==> src/rtl/reg_desloc_univ_if.sv <==
// reg_desloc_univ_if: bus for the universal register; master drives En/Mode/D/SinR/SinL, slave returns Q/SoutR/SoutL/Zero
interface reg_desloc_univ_if #(parameter int WIDTH = 8);
  logic             En;
  logic [2:0]       Mode;
  logic [WIDTH-1:0] D;
  logic             SinR;
  logic             SinL;
  logic [WIDTH-1:0] Q;
  logic             SoutR;
  logic             SoutL;
  logic             Zero;
  modport master (output En, Mode, D, SinR, SinL, input Q, SoutR, SoutL, Zero);
  modport slave (input En, Mode, D, SinR, SinL, output Q, SoutR, SoutL, Zero);
endinterface

==> src/rtl/reg_desloc_univ.sv <==
// reg_desloc_univ: WIDTH-bit hold/shift/rotate/load/clear/invert register; ports Clk, Reset (sync, active-high), bus (En, Mode, D, SinR, SinL in; Q, SoutR, SoutL, Zero out)
module reg_desloc_univ #(
  parameter int          WIDTH       = 8,
  parameter logic [31:0] RESET_VALUE = '0
) (
  input logic               Clk,
  input logic               Reset,
  reg_desloc_univ_if.slave  bus
);
  logic [WIDTH-1:0] q_q, q_d;
  logic             sout_r_q, sout_r_d, sout_l_q, sout_l_d;
  logic [2:0]       m;
  always_comb begin
    m        = bus.Mode;
    q_d      = !bus.En        ? q_q :
               m == 3'b001    ? {bus.SinR, q_q[WIDTH-1:1]} :
               m == 3'b010    ? {q_q[WIDTH-2:0], bus.SinL} :
               m == 3'b011    ? {q_q[0], q_q[WIDTH-1:1]} :
               m == 3'b100    ? {q_q[WIDTH-2:0], q_q[WIDTH-1]} :
               m == 3'b101    ? bus.D :
               m == 3'b110    ? '0 :
               m == 3'b111    ? ~q_q : q_q;
    sout_r_d = bus.En && (m == 3'b001 || m == 3'b011) ? q_q[0] : sout_r_q;
    sout_l_d = bus.En && (m == 3'b010 || m == 3'b100) ? q_q[WIDTH-1] : sout_l_q;
  end
  always_ff @(posedge Clk) begin
    if (Reset) begin
      q_q      <= RESET_VALUE[WIDTH-1:0];
      sout_r_q <= 1'b0;
      sout_l_q <= 1'b0;
    end else begin
      q_q      <= q_d;
      sout_r_q <= sout_r_d;
      sout_l_q <= sout_l_d;
    end
  end
  assign bus.Q     = q_q;
  assign bus.SoutR = sout_r_q;
  assign bus.SoutL = sout_l_q;
  assign bus.Zero  = (q_q == '0);
endmodule
==> src/flat_wrapper.sv <==
// flat-port wrapper written by rule: the top's interface ports become plain ports
module reg_desloc_univ_flat 
#(
  parameter int          WIDTH       = 8,
  parameter logic [31:0] RESET_VALUE = '0
)
  (Clk, Reset, bus_En, bus_Mode, bus_D, bus_SinR, bus_SinL, bus_Q, bus_SoutR, bus_SoutL, bus_Zero);
  reg_desloc_univ_if #(.WIDTH(WIDTH)) bus_i ();
  input logic Clk;
  input logic Reset;
  input wire logic [$bits(bus_i.En)-1:0] bus_En;
  input wire logic [$bits(bus_i.Mode)-1:0] bus_Mode;
  input wire logic [$bits(bus_i.D)-1:0] bus_D;
  input wire logic [$bits(bus_i.SinR)-1:0] bus_SinR;
  input wire logic [$bits(bus_i.SinL)-1:0] bus_SinL;
  output wire logic [$bits(bus_i.Q)-1:0] bus_Q;
  output wire logic [$bits(bus_i.SoutR)-1:0] bus_SoutR;
  output wire logic [$bits(bus_i.SoutL)-1:0] bus_SoutL;
  output wire logic [$bits(bus_i.Zero)-1:0] bus_Zero;
  assign bus_i.En = bus_En;
  assign bus_i.Mode = bus_Mode;
  assign bus_i.D = bus_D;
  assign bus_i.SinR = bus_SinR;
  assign bus_i.SinL = bus_SinL;
  assign bus_Q = bus_i.Q;
  assign bus_SoutR = bus_i.SoutR;
  assign bus_SoutL = bus_i.SoutL;
  assign bus_Zero = bus_i.Zero;
  reg_desloc_univ #(.WIDTH(WIDTH), .RESET_VALUE(RESET_VALUE)) u_core (.Clk(Clk), .Reset(Reset), .bus(bus_i));
endmodule
==> config.mk <==
export PLATFORM = sky130hd
export DESIGN_NAME = reg_desloc_univ_flat
export DESIGN_NICKNAME = d
export VERILOG_FILES = /design/src/rtl/reg_desloc_univ_if.sv /design/src/rtl/reg_desloc_univ.sv /design/src/flat_wrapper.sv
export SDC_FILE = /design/constraint.sdc
export NUM_CORES = 1
export LEC_CHECK = 0
export CORE_UTILIZATION = 51
export DETAILED_ROUTE_END_ITERATION = 10
export PLACE_DENSITY_LB_ADDON = 0.08
export SETUP_SLACK_MARGIN = 0.5
export SYNTH_ARGS = -nofsm -noshare
export SYNTH_HDL_FRONTEND = slang
export SYNTH_SLANG_ARGS = --single-unit
==> constraint.sdc <==
create_clock -name Clk -period 2 [get_ports Clk]
set_input_delay 0.4 -clock Clk [delete_from_list [all_inputs] [get_ports Clk]]
set_output_delay 0.4 -clock Clk [all_outputs]
set_load 0.01 [all_outputs]
==> results.json <==
{
  "critical_path.cell_chain": "or4_4 > nor2_2 > buf_2",
  "dieArea_um2": 2090,
  "route.detailed.drc": 0,
  "synthDistinctLibCells": 37,
  "syn_avg_cell_area_um2": 7.736,
  "placed_area_um2": 1326,
  "cts_max_level": 1,
  "synthesis.nets": 142,
  "path_clk_slew_ps": 80,
  "synth_area_leader_cell": "dfxtp_1",
  "root_buffer": "clkbuf_4",
  "worstPathArrival_ps": 1350,
  "p_per_area_nw_per_um2": 506.9,
  "synth.area.top_cells": "dfxtp_1 (21%), a21oi_1 (8.2%), mux2i_1 (8.2%)",
  "worstPathMaxFanout": 2,
  "core_area_um2": 1764,
  "syn_inst": 126,
  "skew_ps": 14.11,
  "gp_congestion": 0.9271,
  "nets": 179,
  "grt_pass1_wl_mm": 4.926,
  "cp_slowest_cell": "or4_4",
  "tightest_slew_ps": 316.8,
  "wire_per_inst_um": 17.21,
  "synth_top_area_share_pct": 20.54,
  "status": "finished clean",
  "ir_drop_mv": 0.4003,
  "critPathLaunchType": "register",
  "finalCritPeriodShare_pct": 87.65,
  "ys_warn_count": 0,
  "fin_util_pct": 80.14,
  "total_power_w": 0.0007167,
  "fin_tns_setup_ps": 0,
  "grt_pass1_vias": 1036,
  "grt_max_degree": 15,
  "layout-drive-gt1-share_pct": 24.69,
  "drtAntennaViolNets": 0,
  "cpPeakStageDelay_ps": 530,
  "rsz0062_at_grt": "yes",
  "endpoint_kind": "primary output",
  "period_minus_slack_ps": 1753,
  "cts.path.max_buffers": 2,
  "syn_area_um2": 974.7,
  "num_io_pins": 27,
  "insertion_delay_ps": 280,
  "cts_setup_buffers": 0,
  "hp-class": "register to register",
  "first_pass_iters": 5,
  "power_leakage_nw": 0.6007,
  "antenna_found_initial": 0,
  "worstPathRequired_ps": 1600,
  "vias": 1211,
  "layout.cells.non_filler": 187,
  "slew_viol_final": 0,
  "ys_ff_latch": 10,
  "viasPerCell": 6.476,
  "antennaDiodeCount": 0,
  "seq_area_frac_synth_pct": 20.54,
  "grt.total_usage_pct": 32.68,
  "critical_path_class": "register to primary output",
  "cts_buffers": 3,
  "wl_mm": 3.218,
  "finalSetupViolCount": 0,
  "die_x_um": 45.72,
  "start_util_pct": 55.25,
  "ctsHoldBuffers": 0,
  "grt.overflow.total": 0,
  "row_count": 15,
  "timing.fmax_ghz": 0.5704,
  "place_inst": 182,
  "cap_violations": 0,
  "finalHoldViolCount": 0,
  "max-slew-margin-rel_pct": 78.88,
  "dpl.hpwl_mm": 2.079,
  "cp_top_family": "simple AND/OR/NAND/NOR gates",
  "stdcell_area_um2": 1414,
  "clock_sinks": 10,
  "die_h_um": 45.72,
  "dr.first_iter.drc_count": 72,
  "area_delta_synth_final_pct": 45.06,
  "cp_num_buf_inv": 1,
  "cts_tree": "done",
  "port_buffers": 26
}
## path summary, 6_finish.rpt
path	from	endpoint	slack, ps	cells after the start
worst min register to register	u_core.bus.SoutL	u_core.bus.SoutL	500	2
worst min-delay path	u_core.bus.SoutL	u_core.bus.SoutL	500	2
worst max register to register	u_core.bus.Q[7]	u_core.bus.Q[0]	750	4
worst max-delay path	u_core.bus.Q[0]	bus_Zero	250	3
## tightest hold or removal path, stage by stage, from the launching register on
cell and delay [ps]:
dfxtp_1 330, mux2i_1 60, nor2_1 70
## through the flow
| step | hold slack, ps | setup WS [ps] |
|---|---|---|
| after global routing | 546.3 | 207.5 |
| after floorplan | 531.2 | 500.6 |
| after global placement | 483.5 | 82.37 |
| final | 498.0 | 247.0 |
| after detailed placement | 495.4 | 50.18 |
| after CTS | 508.6 | 253.2 |
## cell type report
class                           count  area (um^2)
Timing Repair Buffer               44        421.7
Fill cell                         128        350.3
Clock buffer                        4        36.28
Multi-Input combinational cell     99        703.2
Inverter                            5        18.77
Tap cell                           25        31.28
Sequential cell                    10        202.7
## metal layers
metal | up-vias | part of all wire (%) | GRT usage (%)
met2 | 86 | 46 | 49.14
met5 | - | 0 | 0
li1 | 554 | - | -
met1 | 559 | 44 | 45.17
met3 | 12 | 8.1 | 5.952
met4 | 0 | 1.6 | 14.71
## synthesized netlist by cell type
library cell	count
a21oi_1	16
dfxtp_1	10
nand2_1	10
mux2i_1	8
a22oi_1	6
nand2b_1	6
nor2_1	6
o31a_1	6
o32ai_1	6
a32oi_1	5
o21a_1	5
buf_2	4
inv_1	4
buf_6	3
clkbuf_1	3
nand3_1	3
o21ai_0	3
nor3_1	2
or4_1	2
a211oi_1	1
a21o_1	1
a311oi_1	1
a31o_2	1
and2_2	1
and2b_2	1
and3b_1	1
buf_4	1
buf_8	1
inv_2	1
mux2_2	1
nor2_2	1
nor2b_1	1
nor4_1	1
o2bb2ai_1	1
o31ai_2	1
or2_2	1
xor2_1	1
## layout by cell type (no fill, tap or decap), types with 2 or more instances in the layout
cell             instances
buf_6                    2
or4_4                    2
dfxtp_2                  2
nand2b_1                 6
dfxtp_1                  8
a32oi_1                  5
clkdlybuf4s50_1         12
o32ai_1                  5
inv_2                    2
o21a_1                   5
buf_4                   14
nor3_1                   2
inv_1                    3
a21oi_1                 16
dlygate4sd2_1           11
clkdlybuf4s15_1          2
mux2i_1                  8
o31a_1                   6
nand2_1                  9
o21ai_0                  3
nand3_1                  3
nor2_1                   5
a22oi_1                  6
clkbuf_4                 3
## kinds of logic after synthesis
kind of cell	after synthesis	share of synthesized area, %
flops	10	20.54
xor+xnor	1	0.8988
compound gates	53	39.02
buf+inv	17	10.91
simple gates	36	19.26
mux	9	9.371
## flip-flops by register name, summed over array words and instances (netlist names)
| name | cells |
|---|---|
| u_core.bus.Q | 8 |
| u_core.bus.SoutL | 1 |
| u_core.bus.SoutR | 1 |
## what timing repair did
item | 4_1_cts | 5_1_grt
pin swaps | 1 | 0
resized for setup | 24 | 5
endpoints found under the hold margin | 0 | 0
gates cloned | 1 | 0
setup endpoints to repair | 20 | 5
## where the power goes
group / total (W) / leakage [nW] / internal (W) / switching, W
Sequential: 0.000221 / 0.0827 / 0.000213 / 0.00000751
Clock: 0.000195 / 0.0210 / 0.000111 / 0.0000841
Combinational: 0.000301 / 0.497 / 0.000151 / 0.000150
Total: 0.000717 / 0.601 / 0.000475 / 0.000242
Note: power is estimated with default switching activity, not from simulation.
==> variant 1 (same flow settings) <==
Make the reset (`Reset`) asynchronous in one clocked block.
--- a/src/rtl/reg_desloc_univ.sv
+++ b/src/rtl/reg_desloc_univ.sv
@@ -24,5 +24,5 @@
     sout_l_d = bus.En && (m == 3'b010 || m == 3'b100) ? q_q[WIDTH-1] : sout_l_q;
   end
-  always_ff @(posedge Clk) begin
+  always_ff @(posedge Clk or posedge Reset) begin
     if (Reset) begin
       q_q      <= RESET_VALUE[WIDTH-1:0];
Formal check against the unedited RTL: differs if Reset is asserted again (counterexample within 4 cycles, from zero or initial values and one cycle with Reset high); with Reset held inactive, the same outputs for 10 cycles.
==> variant 1 against the unedited design <==
Register-to-register slack worse by 0.13 ns. Total power up 21%. Setup slack worse by 0.068 ns. Wire length down 25%. Highest routed layer unchanged. Critical endpoint unchanged. Area after synthesis down 9.0%. Design area down 7.3%. First-iteration DRC count down 14%. Sequential cell count unchanged. Global-route usage down 4.1 points. Sequential power up 24%. The run now ends with design-rule violations left. Count of clock-buffer cells in the layout unchanged.
==> variant 1: results (changes against the unedited design) <==
| Metric | Value |
|---|---|
| WL per Instance | `13.71 microns (was 17.21 microns)` |
| Post-DP HPWL | `1667 microns (was 2079 microns)` |
| Area contributors post-synth | `dfrtp_1 28%, nand2_1 10%, a221oi_2 6.8% (was dfxtp_1 21%, a21oi_1 8.2%, mux2i_1 8.2%)` |
| R2R Path Start | `u_core.bus.Q[1] (was u_core.bus.Q[7])` |
| Synth top cells by count | `24 x nand2_1, 10 x a21oi_1, 10 x dfrtp_1, 10 x inv_1, 10 x nor2_1 (was 16 x a21oi_1, 10 x dfxtp_1, 10 x nand2_1, 8 x mux2i_1)` |
| Drt drc | `3 (was 0)` |
| Failing checks | `design-rule violations` |
| Final nets | `176 (was 179)` |
| First-pass GRT wire length | `3988 microns (was 4926 microns)` |
| GR Util met2 | `0.4418 (was 0.4914)` |
| Clk_skew | `0.007749 ns (was 0.01411 ns)` |
| Post-Place Worst Slack | `0.04834 ns (was 0.05018 ns)` |
| Final Worst Setup Slack | `0.1789 ns (was 0.2470 ns)` |
| Met1 Resource Use GR | `0.3885 (was 0.4517)` |
| Static Leak | `0.6070 nW (was 0.6007 nW)` |
| Most common flop cell mapped by yosys | `dfrtp_1 (was dfxtp_1)` |
| Total track usage | `0.2858 (was 0.3268)` |
| VDD IR max | `0.3200 mV (was 0.4003 mV)` |
| Initial drt markers | `62 (was 72)` |
| Ys async rst share | `1.000 (was 0)` |
| Run status | `finished with violations (was complete, no violations)` |
| Vias/cell | `5.966 (was 6.476)` |
| Pin count of the biggest net entering global routing | `27 (was 15)` |
| Worst Hold Class | `in -> async (was reg -> reg)` |
| Xor/xnor share of the synthesized area | `0.009873 (was 0.008986)` |
| Syn nets | `136 (was 142)` |
| Cell variety after synth | `30 (was 37)` |
| R2r worst-path depth | `6 (was 4)` |
| R2r setup slk | `0.62 ns (was 0.75 ns)` |
-- variant 1: worst max-delay path, cell delays in order (launching register included) --
cell and delay, ns:
dfrtp_1 0.39, or4_4 0.54, nor2_2 0.10, buf_2 0.13
-- variant 1: cells by family (layout without fill, tap and decap cells) --
logic type,count (synthesis),count (layout)
simple gates,43,43
buf+inv,20,59
xor+xnor,1,1
flops,10,10
mux,5,5
compound gates,41,41
-- variant 1: area by class of cell --
class,count,area (sq um),share of cell area
Inverter,10,37.54,0.02863
Timing Repair Buffer,45,412.9,0.3149
Tap cell,16,20.02,0.01527
Multi-Input combinational cell,90,560.5,0.4275
Sequential cell,10,254.0,0.1937
Clock buffer,4,26.28,0.02004
-- variant 1: repair_timing --
| action | in CTS | in global routing |
|---|---|---|
| endpoints found under the setup margin | 20 | 5 |
| pin swaps | 4 | 0 |
| buffers inserted | 2 | 0 |
| gates resized for setup | 30 | 3 |
-- variant 1: routing by layer --
metal	share of wire	up-vias
li1	-	500
met1	0.41	472
met2	0.48	67
met3	0.089	5
met4	0.017	0
met5	0	-
-- variant 1: power breakdown --
| group | internal (mW) | switching, mW | total (mW) |
|---|---|---|---|
| Combinational | 0.224 | 0.220 | 0.444 |
| Clock | 0.0773 | 0.0735 | 0.151 |
| Sequential | 0.248 | 0.0242 | 0.273 |
-- variant 1: how the worst min path moves through the flow --
stage,end,slack (ns),depth (start not counted)
final,u_core.bus.Q[5],0.39,2
after floorplan,u_core.bus.Q[0],0.24,1
after global routing,u_core.bus.Q[5],0.44,2
after detailed placement,u_core.bus.SoutL,0.50,1
after CTS,u_core.bus.Q[5],0.40,2
after global placement,u_core.bus.SoutR,0.49,1
-- variant 1: stage by stage --
step	total power [mW]	utilization	std cells	instance area, sq um	hold slack [ns]
4_1_cts	0.8552	0.8355	175	1303	0.4042
5_1_grt	0.9197	0.8411	175	1311	0.4430
6_report	0.8676	0.8411	175	1311	0.3948
3_5_place_dp	0.7190	0.8138	169	1269	0.5014
3_3_place_gp	0.7067	0.8138	169	1269	0.4884
2_1_floorplan	0.4936	-	120	893.4	0.2400
==> variant 2 (same settings) <==
Without the edit above. `WIDTH` is set to 8 in 3 places; all go to 6.
--- a/src/rtl/reg_desloc_univ_if.sv
+++ b/src/rtl/reg_desloc_univ_if.sv
@@ -1,4 +1,4 @@
 // reg_desloc_univ_if: bus for the universal register; master drives En/Mode/D/SinR/SinL, slave returns Q/SoutR/SoutL/Zero
-interface reg_desloc_univ_if #(parameter int WIDTH = 8);
+interface reg_desloc_univ_if #(parameter int WIDTH = 6);
   logic             En;
   logic [2:0]       Mode;
--- a/src/rtl/reg_desloc_univ.sv
+++ b/src/rtl/reg_desloc_univ.sv
@@ -1,5 +1,5 @@
 // reg_desloc_univ: WIDTH-bit hold/shift/rotate/load/clear/invert register; ports Clk, Reset (sync, active-high), bus (En, Mode, D, SinR, SinL in; Q, SoutR, SoutL, Zero out)
 module reg_desloc_univ #(
-  parameter int          WIDTH       = 8,
+  parameter int          WIDTH       = 6,
   parameter logic [31:0] RESET_VALUE = '0
 ) (
--- a/src/flat_wrapper.sv
+++ b/src/flat_wrapper.sv
@@ -2,5 +2,5 @@
 module reg_desloc_univ_flat 
 #(
-  parameter int          WIDTH       = 8,
+  parameter int          WIDTH       = 6,
   parameter logic [31:0] RESET_VALUE = '0
 )
Ports: changed (resized bus_D and bus_Q); port bits go from 27 to 23. No check against the original RTL was run, so the function may have changed too.
==> variant 2 against the unedited design <==
Area after synthesis fell by 23%. Total power fell by 30%. Sequential cell count is 2 lower. Design area decreased by 30%. Setup slack improved by 0.26 ns. Wire length fell by 37%. Register-to-register slack better by 0.13 ns. Critical path depth grew 1. Critical path type unchanged. Largest cell class unchanged.
==> variant 2: results (changes against the unedited design) <==
| Metric | Value |
|---|---|
| Clock network power | `124 uW (was 195 uW)` |
| Crit. Startpoint | `u_core.bus.Q[3] (was u_core.bus.Q[0])` |
| DR WL met3 | `171 microns (was 262 microns)` |
| P_comb | `186 uW (was 301 uW)` |
| Cell Count Post-Placement | `126 (was 182)` |
| Pin count of the biggest net entering global routing | `14 (was 15)` |
| Int Pwr | `335.8 uW (was 474.8 uW)` |
| Cell variety after synth | `25 (was 37)` |
| Run status | `complete, no violations (unchanged)` |
| Met3 Track Usage GR | `0.02778 (was 0.05952)` |
| Input/output buffers | `22 (was 26)` |
| Placed Instance Area | `952.2 sq um (was 1326 sq um)` |
| Post-DP HPWL | `1392 microns (was 2079 microns)` |
| Mean Syn Cell Area | `8.250 sq um (was 7.736 sq um)` |
| GR Util met2 | `0.4286 (was 0.4914)` |
| Final Worst Setup Slack | `0.5075 ns (was 0.2470 ns)` |
| Drt pass-1 iters | `4 (was 5)` |
| Max reg flops | `6 (was 8)` |
| R2r worst-path depth | `5 (was 4)` |
| Clock group share of total power | `0.247 (was 0.272)` |
| Final hold slack | `0.5011 ns (was 0.4980 ns)` |
| CTS clk-pin slew, worst paths | `0.06 ns (was 0.08 ns)` |
| R2r setup slk | `0.88 ns (was 0.75 ns)` |
| Clock Latency Late Sink | `0.25 ns (was 0.28 ns)` |
| Initial drt markers | `38 (was 72)` |
| Metal-1 WL | `872 microns (was 1410 microns)` |
| First-pass GRT wire length | `2939 microns (was 4926 microns)` |
| Final Cell Area | `996.0 sq um (was 1414 sq um)` |
| Vias | `798 (was 1211)` |
| Relative slew slack | `0.7889 (was 0.7888)` |
| Met2 wire length | `982 microns (was 1492 microns)` |
| Worst-path fanout max | `7 (was 2)` |
| Post-CTS sizing | `19 (was 24)` |
| Sequential area share after synthesis | `0.2133 (was 0.2054)` |
| WL per Instance | `15.65 microns (was 17.21 microns)` |
| Vias in the first global route | `658 (was 1036)` |
| Synth top cells by count | `12 x nor3b_1, 12 x o21ai_0, 9 x mux2i_1, 8 x dfxtp_1, 7 x nor3_1 (was 16 x a21oi_1, 10 x dfxtp_1, 10 x nand2_1, 8 x mux2i_1)` |
| Clk_skew | `0.008134 ns (was 0.01411 ns)` |
| R2R Path Start | `u_core.bus.Q[4] (was u_core.bus.Q[7])` |
==> variant 2: changes by cell type after synthesis, sizes merged, moves of 6 or more <==
| cell | delta |
|---|---|
| o21ai | +10 |
| a21oi | -10 |
| o32ai | -6 |
| nor3b | +13 |
| nand2 | -8 |
| a22oi | -6 |
==> variant 2: final cells by class <==
type                    instances  share of cell area
flip-flops and latches          8              0.1683
well taps                      15             0.01884
repair buffers                 29              0.2663
multi-input cells              69              0.5013
inverters                       6             0.02261
clock buffers                   3             0.02261
==> variant 2: logic make-up (layout without fill, tap and decap cells) <==
family | after synthesis | after routing | synth area share
DFF | 8 | 8 | 0.2133
AOI/OAI and AO/OA | 26 | 26 | 0.2067
muxes | 9 | 9 | 0.1200
xor gates and xnor gates | 2 | 2 | 0.04834
buffers and inverters | 14 | 38 | 0.1400
and+or+nand+nor | 32 | 32 | 0.2717
==> variant 2: critical path, cell delays in order (launching register included) <==
cell and delay, ns:
dfxtp_2 0.36, inv_1 0.08, nand4_1 0.08, nor3_1 0.16, clkbuf_2 0.17
